<file path="src/rtl/led_pattern_gen.sv">
// led_pattern_gen
//   Drives N_LEDS user LEDs in one of four runtime-selectable patterns. The pattern advances
//   at a rate derived from the system clock.
//     mode 0  binary up/down count
//     mode 1  rotate left/right
//     mode 2  bounce scan
//     mode 3  PWM breathe
//   Ports:
//     clk    system clock
//     rst_n  asynchronous active-low reset (release already synchronised upstream)
//     en     1 = run, 0 = freeze counters, pattern and led
//     mode   pattern select (0..3)
//     dir    1 = up / toward MSB, 0 = down / toward LSB (modes 0 and 1 only)
//     led    registered LED drive; a lit LED drives 0 when ACTIVE_LOW
//     tick   registered one-cycle pulse on every pattern or duty step
module led_pattern_gen #(
   parameter int unsigned CLK_HZ          = 27000000,
   parameter int unsigned TICK_HZ         = 2,
   parameter int unsigned BREATHE_STEP_HZ = 512,
   parameter int unsigned N_LEDS          = 6,
   parameter int unsigned PWM_BITS        = 8,
   parameter bit          ACTIVE_LOW      = 1'b1
) (
   input  logic              clk,
   input  logic              rst_n,
   input  logic              en,
   input  logic [1:0]        mode,
   input  logic              dir,
   output logic [N_LEDS-1:0] led,
   output logic              tick
);

   localparam int unsigned DIV    = CLK_HZ / TICK_HZ;
   localparam int unsigned BDIV   = CLK_HZ / BREATHE_STEP_HZ;
   localparam int unsigned PRE_W  = $clog2(DIV);
   localparam int unsigned BPRE_W = $clog2(BDIV);

   localparam logic [PRE_W-1:0]    PRE_LAST  = PRE_W'(DIV - 1);
   localparam logic [BPRE_W-1:0]   BPRE_LAST = BPRE_W'(BDIV - 1);
   localparam logic [PWM_BITS-1:0] DUTY_MAX  = {PWM_BITS{1'b1}};

   typedef enum logic [1:0] {
      ModeBinary  = 2'd0,
      ModeRotate  = 2'd1,
      ModeBounce  = 2'd2,
      ModeBreathe = 2'd3
   } mode_e;

   mode_e               mode_q, mode_d;
   logic [PRE_W-1:0]    pre_q, pre_d;
   logic [BPRE_W-1:0]   bpre_q, bpre_d;
   logic [N_LEDS-1:0]   pat_q, pat_d;
   logic                bdir_q, bdir_d;
   logic [PWM_BITS-1:0] duty_q, duty_d;
   logic                ddir_q, ddir_d;
   logic [PWM_BITS-1:0] pwm_q, pwm_d;
   logic [N_LEDS-1:0]   led_q, led_d;
   logic                tick_q, tick_d;

   logic                mode_chg;
   logic [N_LEDS-1:0]   lit;
   logic [N_LEDS-1:0]   pat_rol, pat_ror;

   // Rotations written per width so that a single LED simply holds.
   if (N_LEDS > 1) begin : g_rot_multi
      assign pat_rol = {pat_q[N_LEDS-2:0], pat_q[N_LEDS-1]};
      assign pat_ror = {pat_q[0], pat_q[N_LEDS-1:1]};
   end else begin : g_rot_single
      assign pat_rol = pat_q;
      assign pat_ror = pat_q;
   end

   assign mode_chg = (mode_e'(mode) != mode_q);

   always_comb begin
      mode_d = mode_q;
      pre_d  = pre_q;
      bpre_d = bpre_q;
      pat_d  = pat_q;
      bdir_d = bdir_q;
      duty_d = duty_q;
      ddir_d = ddir_q;
      pwm_d  = pwm_q;
      led_d  = led_q;
      tick_d = 1'b0;
      lit    = '0;

      if (mode_chg) begin
         // A mode change wins over any step and is taken even while disabled.
         mode_d = mode_e'(mode);
         pre_d  = '0;
         bpre_d = '0;
         pwm_d  = '0;
         unique case (mode_e'(mode))
            ModeBinary: pat_d = '0;
            ModeRotate, ModeBounce: begin
               pat_d  = N_LEDS'(1);
               bdir_d = 1'b1;
            end
            ModeBreathe: begin
               duty_d = '0;
               ddir_d = 1'b1;
            end
         endcase
         // Breathe restarts at duty 0, so nothing is lit on entry.
         lit   = (mode_e'(mode) == ModeBreathe) ? '0 : pat_d;
         led_d = ACTIVE_LOW ? ~lit : lit;
      end else if (en) begin
         if (mode_q == ModeBreathe) begin
            pwm_d = pwm_q + 1'b1;
            // Compare uses the current pwm/duty, giving one cycle of latency on led.
            lit   = {N_LEDS{pwm_q < duty_q}};
            if (bpre_q == BPRE_LAST) begin
               bpre_d = '0;
               tick_d = 1'b1;
               if (ddir_q) begin
                  if (duty_q == DUTY_MAX) begin
                     ddir_d = 1'b0;
                     duty_d = duty_q - 1'b1;
                  end else begin
                     duty_d = duty_q + 1'b1;
                  end
               end else begin
                  if (duty_q == '0) begin
                     ddir_d = 1'b1;
                     duty_d = duty_q + 1'b1;
                  end else begin
                     duty_d = duty_q - 1'b1;
                  end
               end
            end else begin
               bpre_d = bpre_q + 1'b1;
            end
         end else begin
            if (pre_q == PRE_LAST) begin
               pre_d  = '0;
               tick_d = 1'b1;
               unique case (mode_q)
                  ModeBinary: pat_d = dir ? pat_q + 1'b1 : pat_q - 1'b1;
                  ModeRotate: pat_d = dir ? pat_rol : pat_ror;
                  ModeBounce: begin
                     if (N_LEDS == 1) begin
                        pat_d = pat_q;
                     end else if (bdir_q) begin
                        // Turn around on the step that leaves the MSB: no double dwell.
                        if (pat_q[N_LEDS-1]) begin
                           bdir_d = 1'b0;
                           pat_d  = pat_q >> 1;
                        end else begin
                           pat_d  = pat_q << 1;
                        end
                     end else begin
                        if (pat_q[0]) begin
                           bdir_d = 1'b1;
                           pat_d  = pat_q << 1;
                        end else begin
                           pat_d  = pat_q >> 1;
                        end
                     end
                  end
                  ModeBreathe: pat_d = pat_q;
               endcase
            end else begin
               pre_d = pre_q + 1'b1;
            end
            // Use the next pattern so led changes on the same edge tick rises.
            lit = pat_d;
         end
         led_d = ACTIVE_LOW ? ~lit : lit;
      end
   end

   always_ff @(posedge clk or negedge rst_n) begin
      if (!rst_n) begin
         mode_q <= ModeBinary;
         pre_q  <= '0;
         bpre_q <= '0;
         pat_q  <= '0;
         bdir_q <= 1'b1;
         duty_q <= '0;
         ddir_q <= 1'b1;
         pwm_q  <= '0;
         led_q  <= {N_LEDS{ACTIVE_LOW}};
         tick_q <= 1'b0;
      end else begin
         mode_q <= mode_d;
         pre_q  <= pre_d;
         bpre_q <= bpre_d;
         pat_q  <= pat_d;
         bdir_q <= bdir_d;
         duty_q <= duty_d;
         ddir_q <= ddir_d;
         pwm_q  <= pwm_d;
         led_q  <= led_d;
         tick_q <= tick_d;
      end
   end

   assign led  = led_q;
   assign tick = tick_q;

endmodule

</file>
<file path="config.mk">
export PLATFORM = sky130hd
export DESIGN_NAME = led_pattern_gen
export DESIGN_NICKNAME = d
export VERILOG_FILES = /design/src/rtl/led_pattern_gen.sv
export SDC_FILE = /design/constraint.sdc
export NUM_CORES = 1
export LEC_CHECK = 0
export ABC_AREA = 0
export CAP_MARGIN = 20
export CELL_PAD_IN_SITES_DETAIL_PLACEMENT = 0
export CELL_PAD_IN_SITES_GLOBAL_PLACEMENT = 1
export CORE_ASPECT_RATIO = 1.5
export CORE_UTILIZATION = 40
export CTS_BUF_LIST = sky130_fd_sc_hd__clkbuf_8
export DETAILED_ROUTE_END_ITERATION = 7
export PLACE_DENSITY = 0.68
export SETUP_SLACK_MARGIN = 0.02
export SYNTH_ARGS = -nofsm -noshare
export SYNTH_HDL_FRONTEND = slang
export SYNTH_SLANG_ARGS = --single-unit
</file>
<file path="constraint.sdc">
create_clock -name clk -period 2.9 [get_ports clk]
set_clock_uncertainty 0.1 [all_clocks]
set_input_delay 0.29 -clock clk [delete_from_list [all_inputs] [get_ports clk]]
set_output_delay 0.29 -clock clk [all_outputs]
set_load 0.05 [all_outputs]
</file>
==> run_summary.xml <==
<?xml version="1.0" encoding="UTF-8"?>
<metrics>
  <group name="synth">
    <metric name="synth-adder-area-share" unit="">0.06480</metric>
    <metric name="avgSynthCellArea" unit="um^2">8.883</metric>
    <metric name="dominantRegCellSynth" unit="">dfrtp_1</metric>
    <metric name="yosys_warnings" unit="">0</metric>
    <metric name="synth_nets" unit="">542</metric>
    <metric name="syn_area" unit="um^2">4557</metric>
    <metric name="synth_top_family_by_area" unit="">simple AND/OR/NAND/NOR gates</metric>
    <metric name="number_of_enable_type_register_cells_in_the_synthesized_netlist" unit="">0</metric>
    <metric name="fraction_of_synthesized_area_in_multiplexers" unit="">0.01812</metric>
    <metric name="async_flop_share" unit="">1.000</metric>
    <metric name="synth_compound_area_frac" unit="">0.1551</metric>
    <metric name="synthesis.instances" unit="">513</metric>
    <metric name="flops_latches_synth" unit="">73</metric>
    <metric name="yosys.area_share.simple" unit="">0.2499</metric>
    <metric name="sequential_area_share_after_synthesis" unit="">0.4031</metric>
    <metric name="synth_xor_area_frac" unit="">0.07880</metric>
    <metric name="ys_types" unit="">64</metric>
  </group>
  <group name="timing">
    <metric name="finalSetupViolCount" unit="">0</metric>
    <metric name="worstMarginPinSlew" unit="ns">0.9427</metric>
    <metric name="period_needed" unit="ns">2.382</metric>
    <metric name="timing.max_slew.rel_slack" unit="">0.3715</metric>
    <metric name="final.hold.worst_slack" unit="ns">-0.01376</metric>
    <metric name="final.setup.tns" unit="ns">0</metric>
    <metric name="max_freq" unit="MHz">419.9</metric>
    <metric name="rsz0062_at_grt" unit="">no</metric>
    <metric name="final_min_period_over_clock_period" unit="">0.8213</metric>
    <metric name="final_hold_viol_count" unit="">25</metric>
    <metric name="report.final.slew_viol_count" unit="">0</metric>
  </group>
  <group name="route">
    <metric name="avgViaCountPerCell" unit="">5.615</metric>
    <metric name="drc_errors" unit="">0</metric>
    <metric name="firstDrtPassIters" unit="">4</metric>
    <metric name="drt_iter0_drc" unit="">126</metric>
    <metric name="routedWlPerCell" unit="um">16.23</metric>
    <metric name="vias" unit="">3846</metric>
    <metric name="detail_route.wirelength" unit="um">11120</metric>
    <metric name="route.antenna.remaining_nets" unit="">0</metric>
  </group>
  <group name="cells_and_area">
    <metric name="final_nets" unit="">562</metric>
    <metric name="layout_common_cells" unit="">65 x dfrtp_1, 59 x nor2_1, 55 x nand2_1</metric>
    <metric name="finish.utilization" unit="">0.4650</metric>
    <metric name="num_antenna_cells" unit="">0</metric>
    <metric name="area.growth.synth_to_final" unit="%">12.82</metric>
    <metric name="drive_above_1_share" unit="">0.08550</metric>
    <metric name="most_common_library_cell_in_the_layout_ignoring_fill_and_taps" unit="">dfrtp_1</metric>
  </group>
  <group name="flow_run">
    <metric name="max-cap-violations" unit="">0</metric>
  </group>
  <group name="grt">
    <metric name="grt_pass1_vias" unit="">3855</metric>
    <metric name="grt_max_degree" unit="">74</metric>
    <metric name="overflow_after_grt" unit="">0</metric>
    <metric name="antenna_found_initial" unit="">0</metric>
    <metric name="track_usage" unit="">0.2035</metric>
    <metric name="grt_pass1_wl" unit="um">18670</metric>
  </group>
  <group name="worst_setup_path">
    <metric name="arrival" unit="ns">2.56</metric>
    <metric name="timing_worst_setup_path_type" unit="">reg2reg</metric>
    <metric name="start_kind" unit="">register</metric>
    <metric name="crit_path_cell_trace" unit="">nor4_1 -&gt; a31oi_1 -&gt; a21oi_2 -&gt; mux2_2 -&gt; o211ai_1 -&gt; nor2b_1</metric>
    <metric name="worst_path_dominant_cell_family" unit="">compound AO/OA/AOI/OAI gates</metric>
    <metric name="setup.reg_to_reg.worst_slack" unit="ns">0.52</metric>
    <metric name="critical-path-max-stage-delay" unit="ns">0.45</metric>
    <metric name="critPathCaptureType" unit="">register</metric>
    <metric name="timing.critical_path.slowest_stage_cell" unit="">nor4_1</metric>
    <metric name="worst-path-buf-inv" unit="">0</metric>
    <metric name="cp_data_required_time" unit="ns">3.08</metric>
    <metric name="timing.critical_path.fanout_max" unit="">9</metric>
  </group>
  <group name="cts">
    <metric name="cts_post_setup_buffers_inserted" unit="">0</metric>
    <metric name="post_cts_resized" unit="">0</metric>
    <metric name="worstSkewPairLatency" unit="ns">0.35</metric>
    <metric name="clk_root_buf" unit="">clkbuf_8</metric>
    <metric name="numClockSinks" unit="">73</metric>
    <metric name="htree_levels" unit="">3</metric>
    <metric name="ctsLongestPathBuffers" unit="">2</metric>
    <metric name="hold_fix_buffers_at_cts" unit="">0</metric>
    <metric name="cts_tree" unit="">yes</metric>
    <metric name="tritoncts.num_buffers" unit="">9</metric>
    <metric name="clkTransAtPathRegs" unit="ns">0.08</metric>
  </group>
  <group name="power">
    <metric name="ir_drop" unit="uV">197.3</metric>
    <metric name="cellPowerDensity" unit="nW/um^2">451.1</metric>
    <metric name="leak" unit="nW">2.173</metric>
  </group>
  <group name="place">
    <metric name="globalplace.congestion" unit="">0.8145</metric>
    <metric name="detailedPlacementHpwl" unit="um">8068</metric>
    <metric name="numPortBuffers" unit="">12</metric>
  </group>
  <group name="die">
    <metric name="die_width" unit="um">89.15</metric>
    <metric name="std_cell_rows" unit="">47</metric>
    <metric name="design.portCount" unit="">13</metric>
    <metric name="fp.dieArea" unit="um^2">11830</metric>
    <metric name="start_util" unit="">0.4122</metric>
    <metric name="core" unit="um^2">11060</metric>
    <metric name="fp.dieH" unit="um">132.7</metric>
  </group>
  <group name="hold_path">
    <metric name="min-delay-path-class" unit="">in2async</metric>
  </group>
  <group name="outcome">
    <metric name="result_of_the_run" unit="">complete, but fails checks</metric>
    <metric name="violations" unit="">negative hold slack</metric>
  </group>
</metrics>
registers in the layout (all words and copies together) (netlist names):
register,count
bdir_q,1
led,6
tick,1
pwm_q,8
pat_q,6
duty_q,8
ddir_q,1
pre_q,24
bpre_q,16
mode_q,2
Yosys cell counts, types with 4 or more instances:
| cell | n | share of area |
|---|---|---|
| and4_1 | 8 | 0.015 |
| inv_1 | 16 | 0.013 |
| and2_1 | 5 | 0.0069 |
| nand4_1 | 17 | 0.023 |
| a31oi_1 | 12 | 0.016 |
| nor3_1 | 16 | 0.018 |
| nand2_1 | 55 | 0.045 |
| xnor2_1 | 15 | 0.029 |
| dfstp_2 | 8 | 0.046 |
| nor4b_1 | 4 | 0.0077 |
| a21o_1 | 5 | 0.0082 |
| nand2b_1 | 5 | 0.0069 |
| and3_1 | 8 | 0.011 |
| o31ai_1 | 4 | 0.0066 |
| mux2i_1 | 6 | 0.013 |
| nor2_1 | 59 | 0.049 |
| a211oi_1 | 4 | 0.0066 |
| nor2b_1 | 4 | 0.0055 |
| nand3_1 | 20 | 0.022 |
| or2_0 | 4 | 0.0055 |
| a22o_1 | 5 | 0.0096 |
| dfrtp_1 | 65 | 0.36 |
| o21ai_0 | 33 | 0.036 |
| clkbuf_1 | 11 | 0.0091 |
| nor4_1 | 7 | 0.0096 |
| a21oi_1 | 21 | 0.023 |
| ha_1 | 22 | 0.060 |
| xor2_1 | 26 | 0.050 |
metrics by stage:
step | cell area [um^2] | hold slack [ns] | total power [mW] | std cells | worst slack [ns]
final | 5141 | -0.01376 | 2.319 | 685 | 0.5182
after global placement | 4887 | 0.3751 | 1.323 | 669 | 0.2547
after detailed placement | 4887 | 0.3952 | 1.325 | 669 | 0.2487
after global routing | 5141 | 0.05846 | 2.412 | 685 | 0.3301
after CTS | 5141 | 0.01516 | 2.349 | 685 | 0.5223
after floorplan | 4557 | -0.1056 | 1.221 | 513 | 0.6699
layout make-up:
| cell class | count | area [um^2] |
|---|---|---|
| fillers | 1144 | 5914 |
| multi-input cells | 408 | 2582 |
| repair buffers | 24 | 220.2 |
| inverters | 17 | 63.81 |
| flip-flops and latches | 73 | 1837 |
| well taps | 147 | 183.9 |
| clock buffers | 11 | 151.4 |
| clock inverters | 5 | 102.6 |
cells by family (layout without fill, tap and decap cells):
kind of cell | after synthesis | after routing
multiplexers | 8 | 8
buffers and inverters | 32 | 57
adder cells (fa/ha/maj) | 23 | 23
XOR/XNOR | 41 | 41
AND/OR/NAND/NOR | 226 | 226
flip-flops | 73 | 73
AO/OA/AOI/OAI | 110 | 110
routing by layer:
metal | up-vias | share of wire | global-route usage | wire [um]
li1 | 1890 | - | - | -
met1 | 1897 | 0.45 | 0.2568 | 5048
met2 | 42 | 0.51 | 0.3461 | 5665
met3 | 17 | 0.019 | 0.03119 | 215
met4 | 0 | 0.017 | 0.07231 | 189
met5 | - | 0 | 0 | 0
path summary, 6_finish.rpt:
path / start / to / cells after the start
max in group asynchronous: rst_n / pre_q[7] / 1
worst max-delay path: duty_q[3] / duty_q[2] / 6
worst min register to register: led[5] / led[5] / 2
worst max register to register: duty_q[3] / duty_q[2] / 6
worst min-delay path: rst_n / duty_q[1] / 1
min in group clk: mode[1] / mode_q[1] / 1
where the power goes:
| part | internal, mW | leakage [nW] | total [mW] | switching [mW] |
|---|---|---|---|---|
| clock | 0.618 | 0.131 | 1.02 | 0.398 |
| sequential | 1.03 | 0.986 | 1.05 | 0.0184 |
| combinational | 0.0848 | 1.06 | 0.251 | 0.167 |
Note: power is estimated with default switching activity, not from simulation.
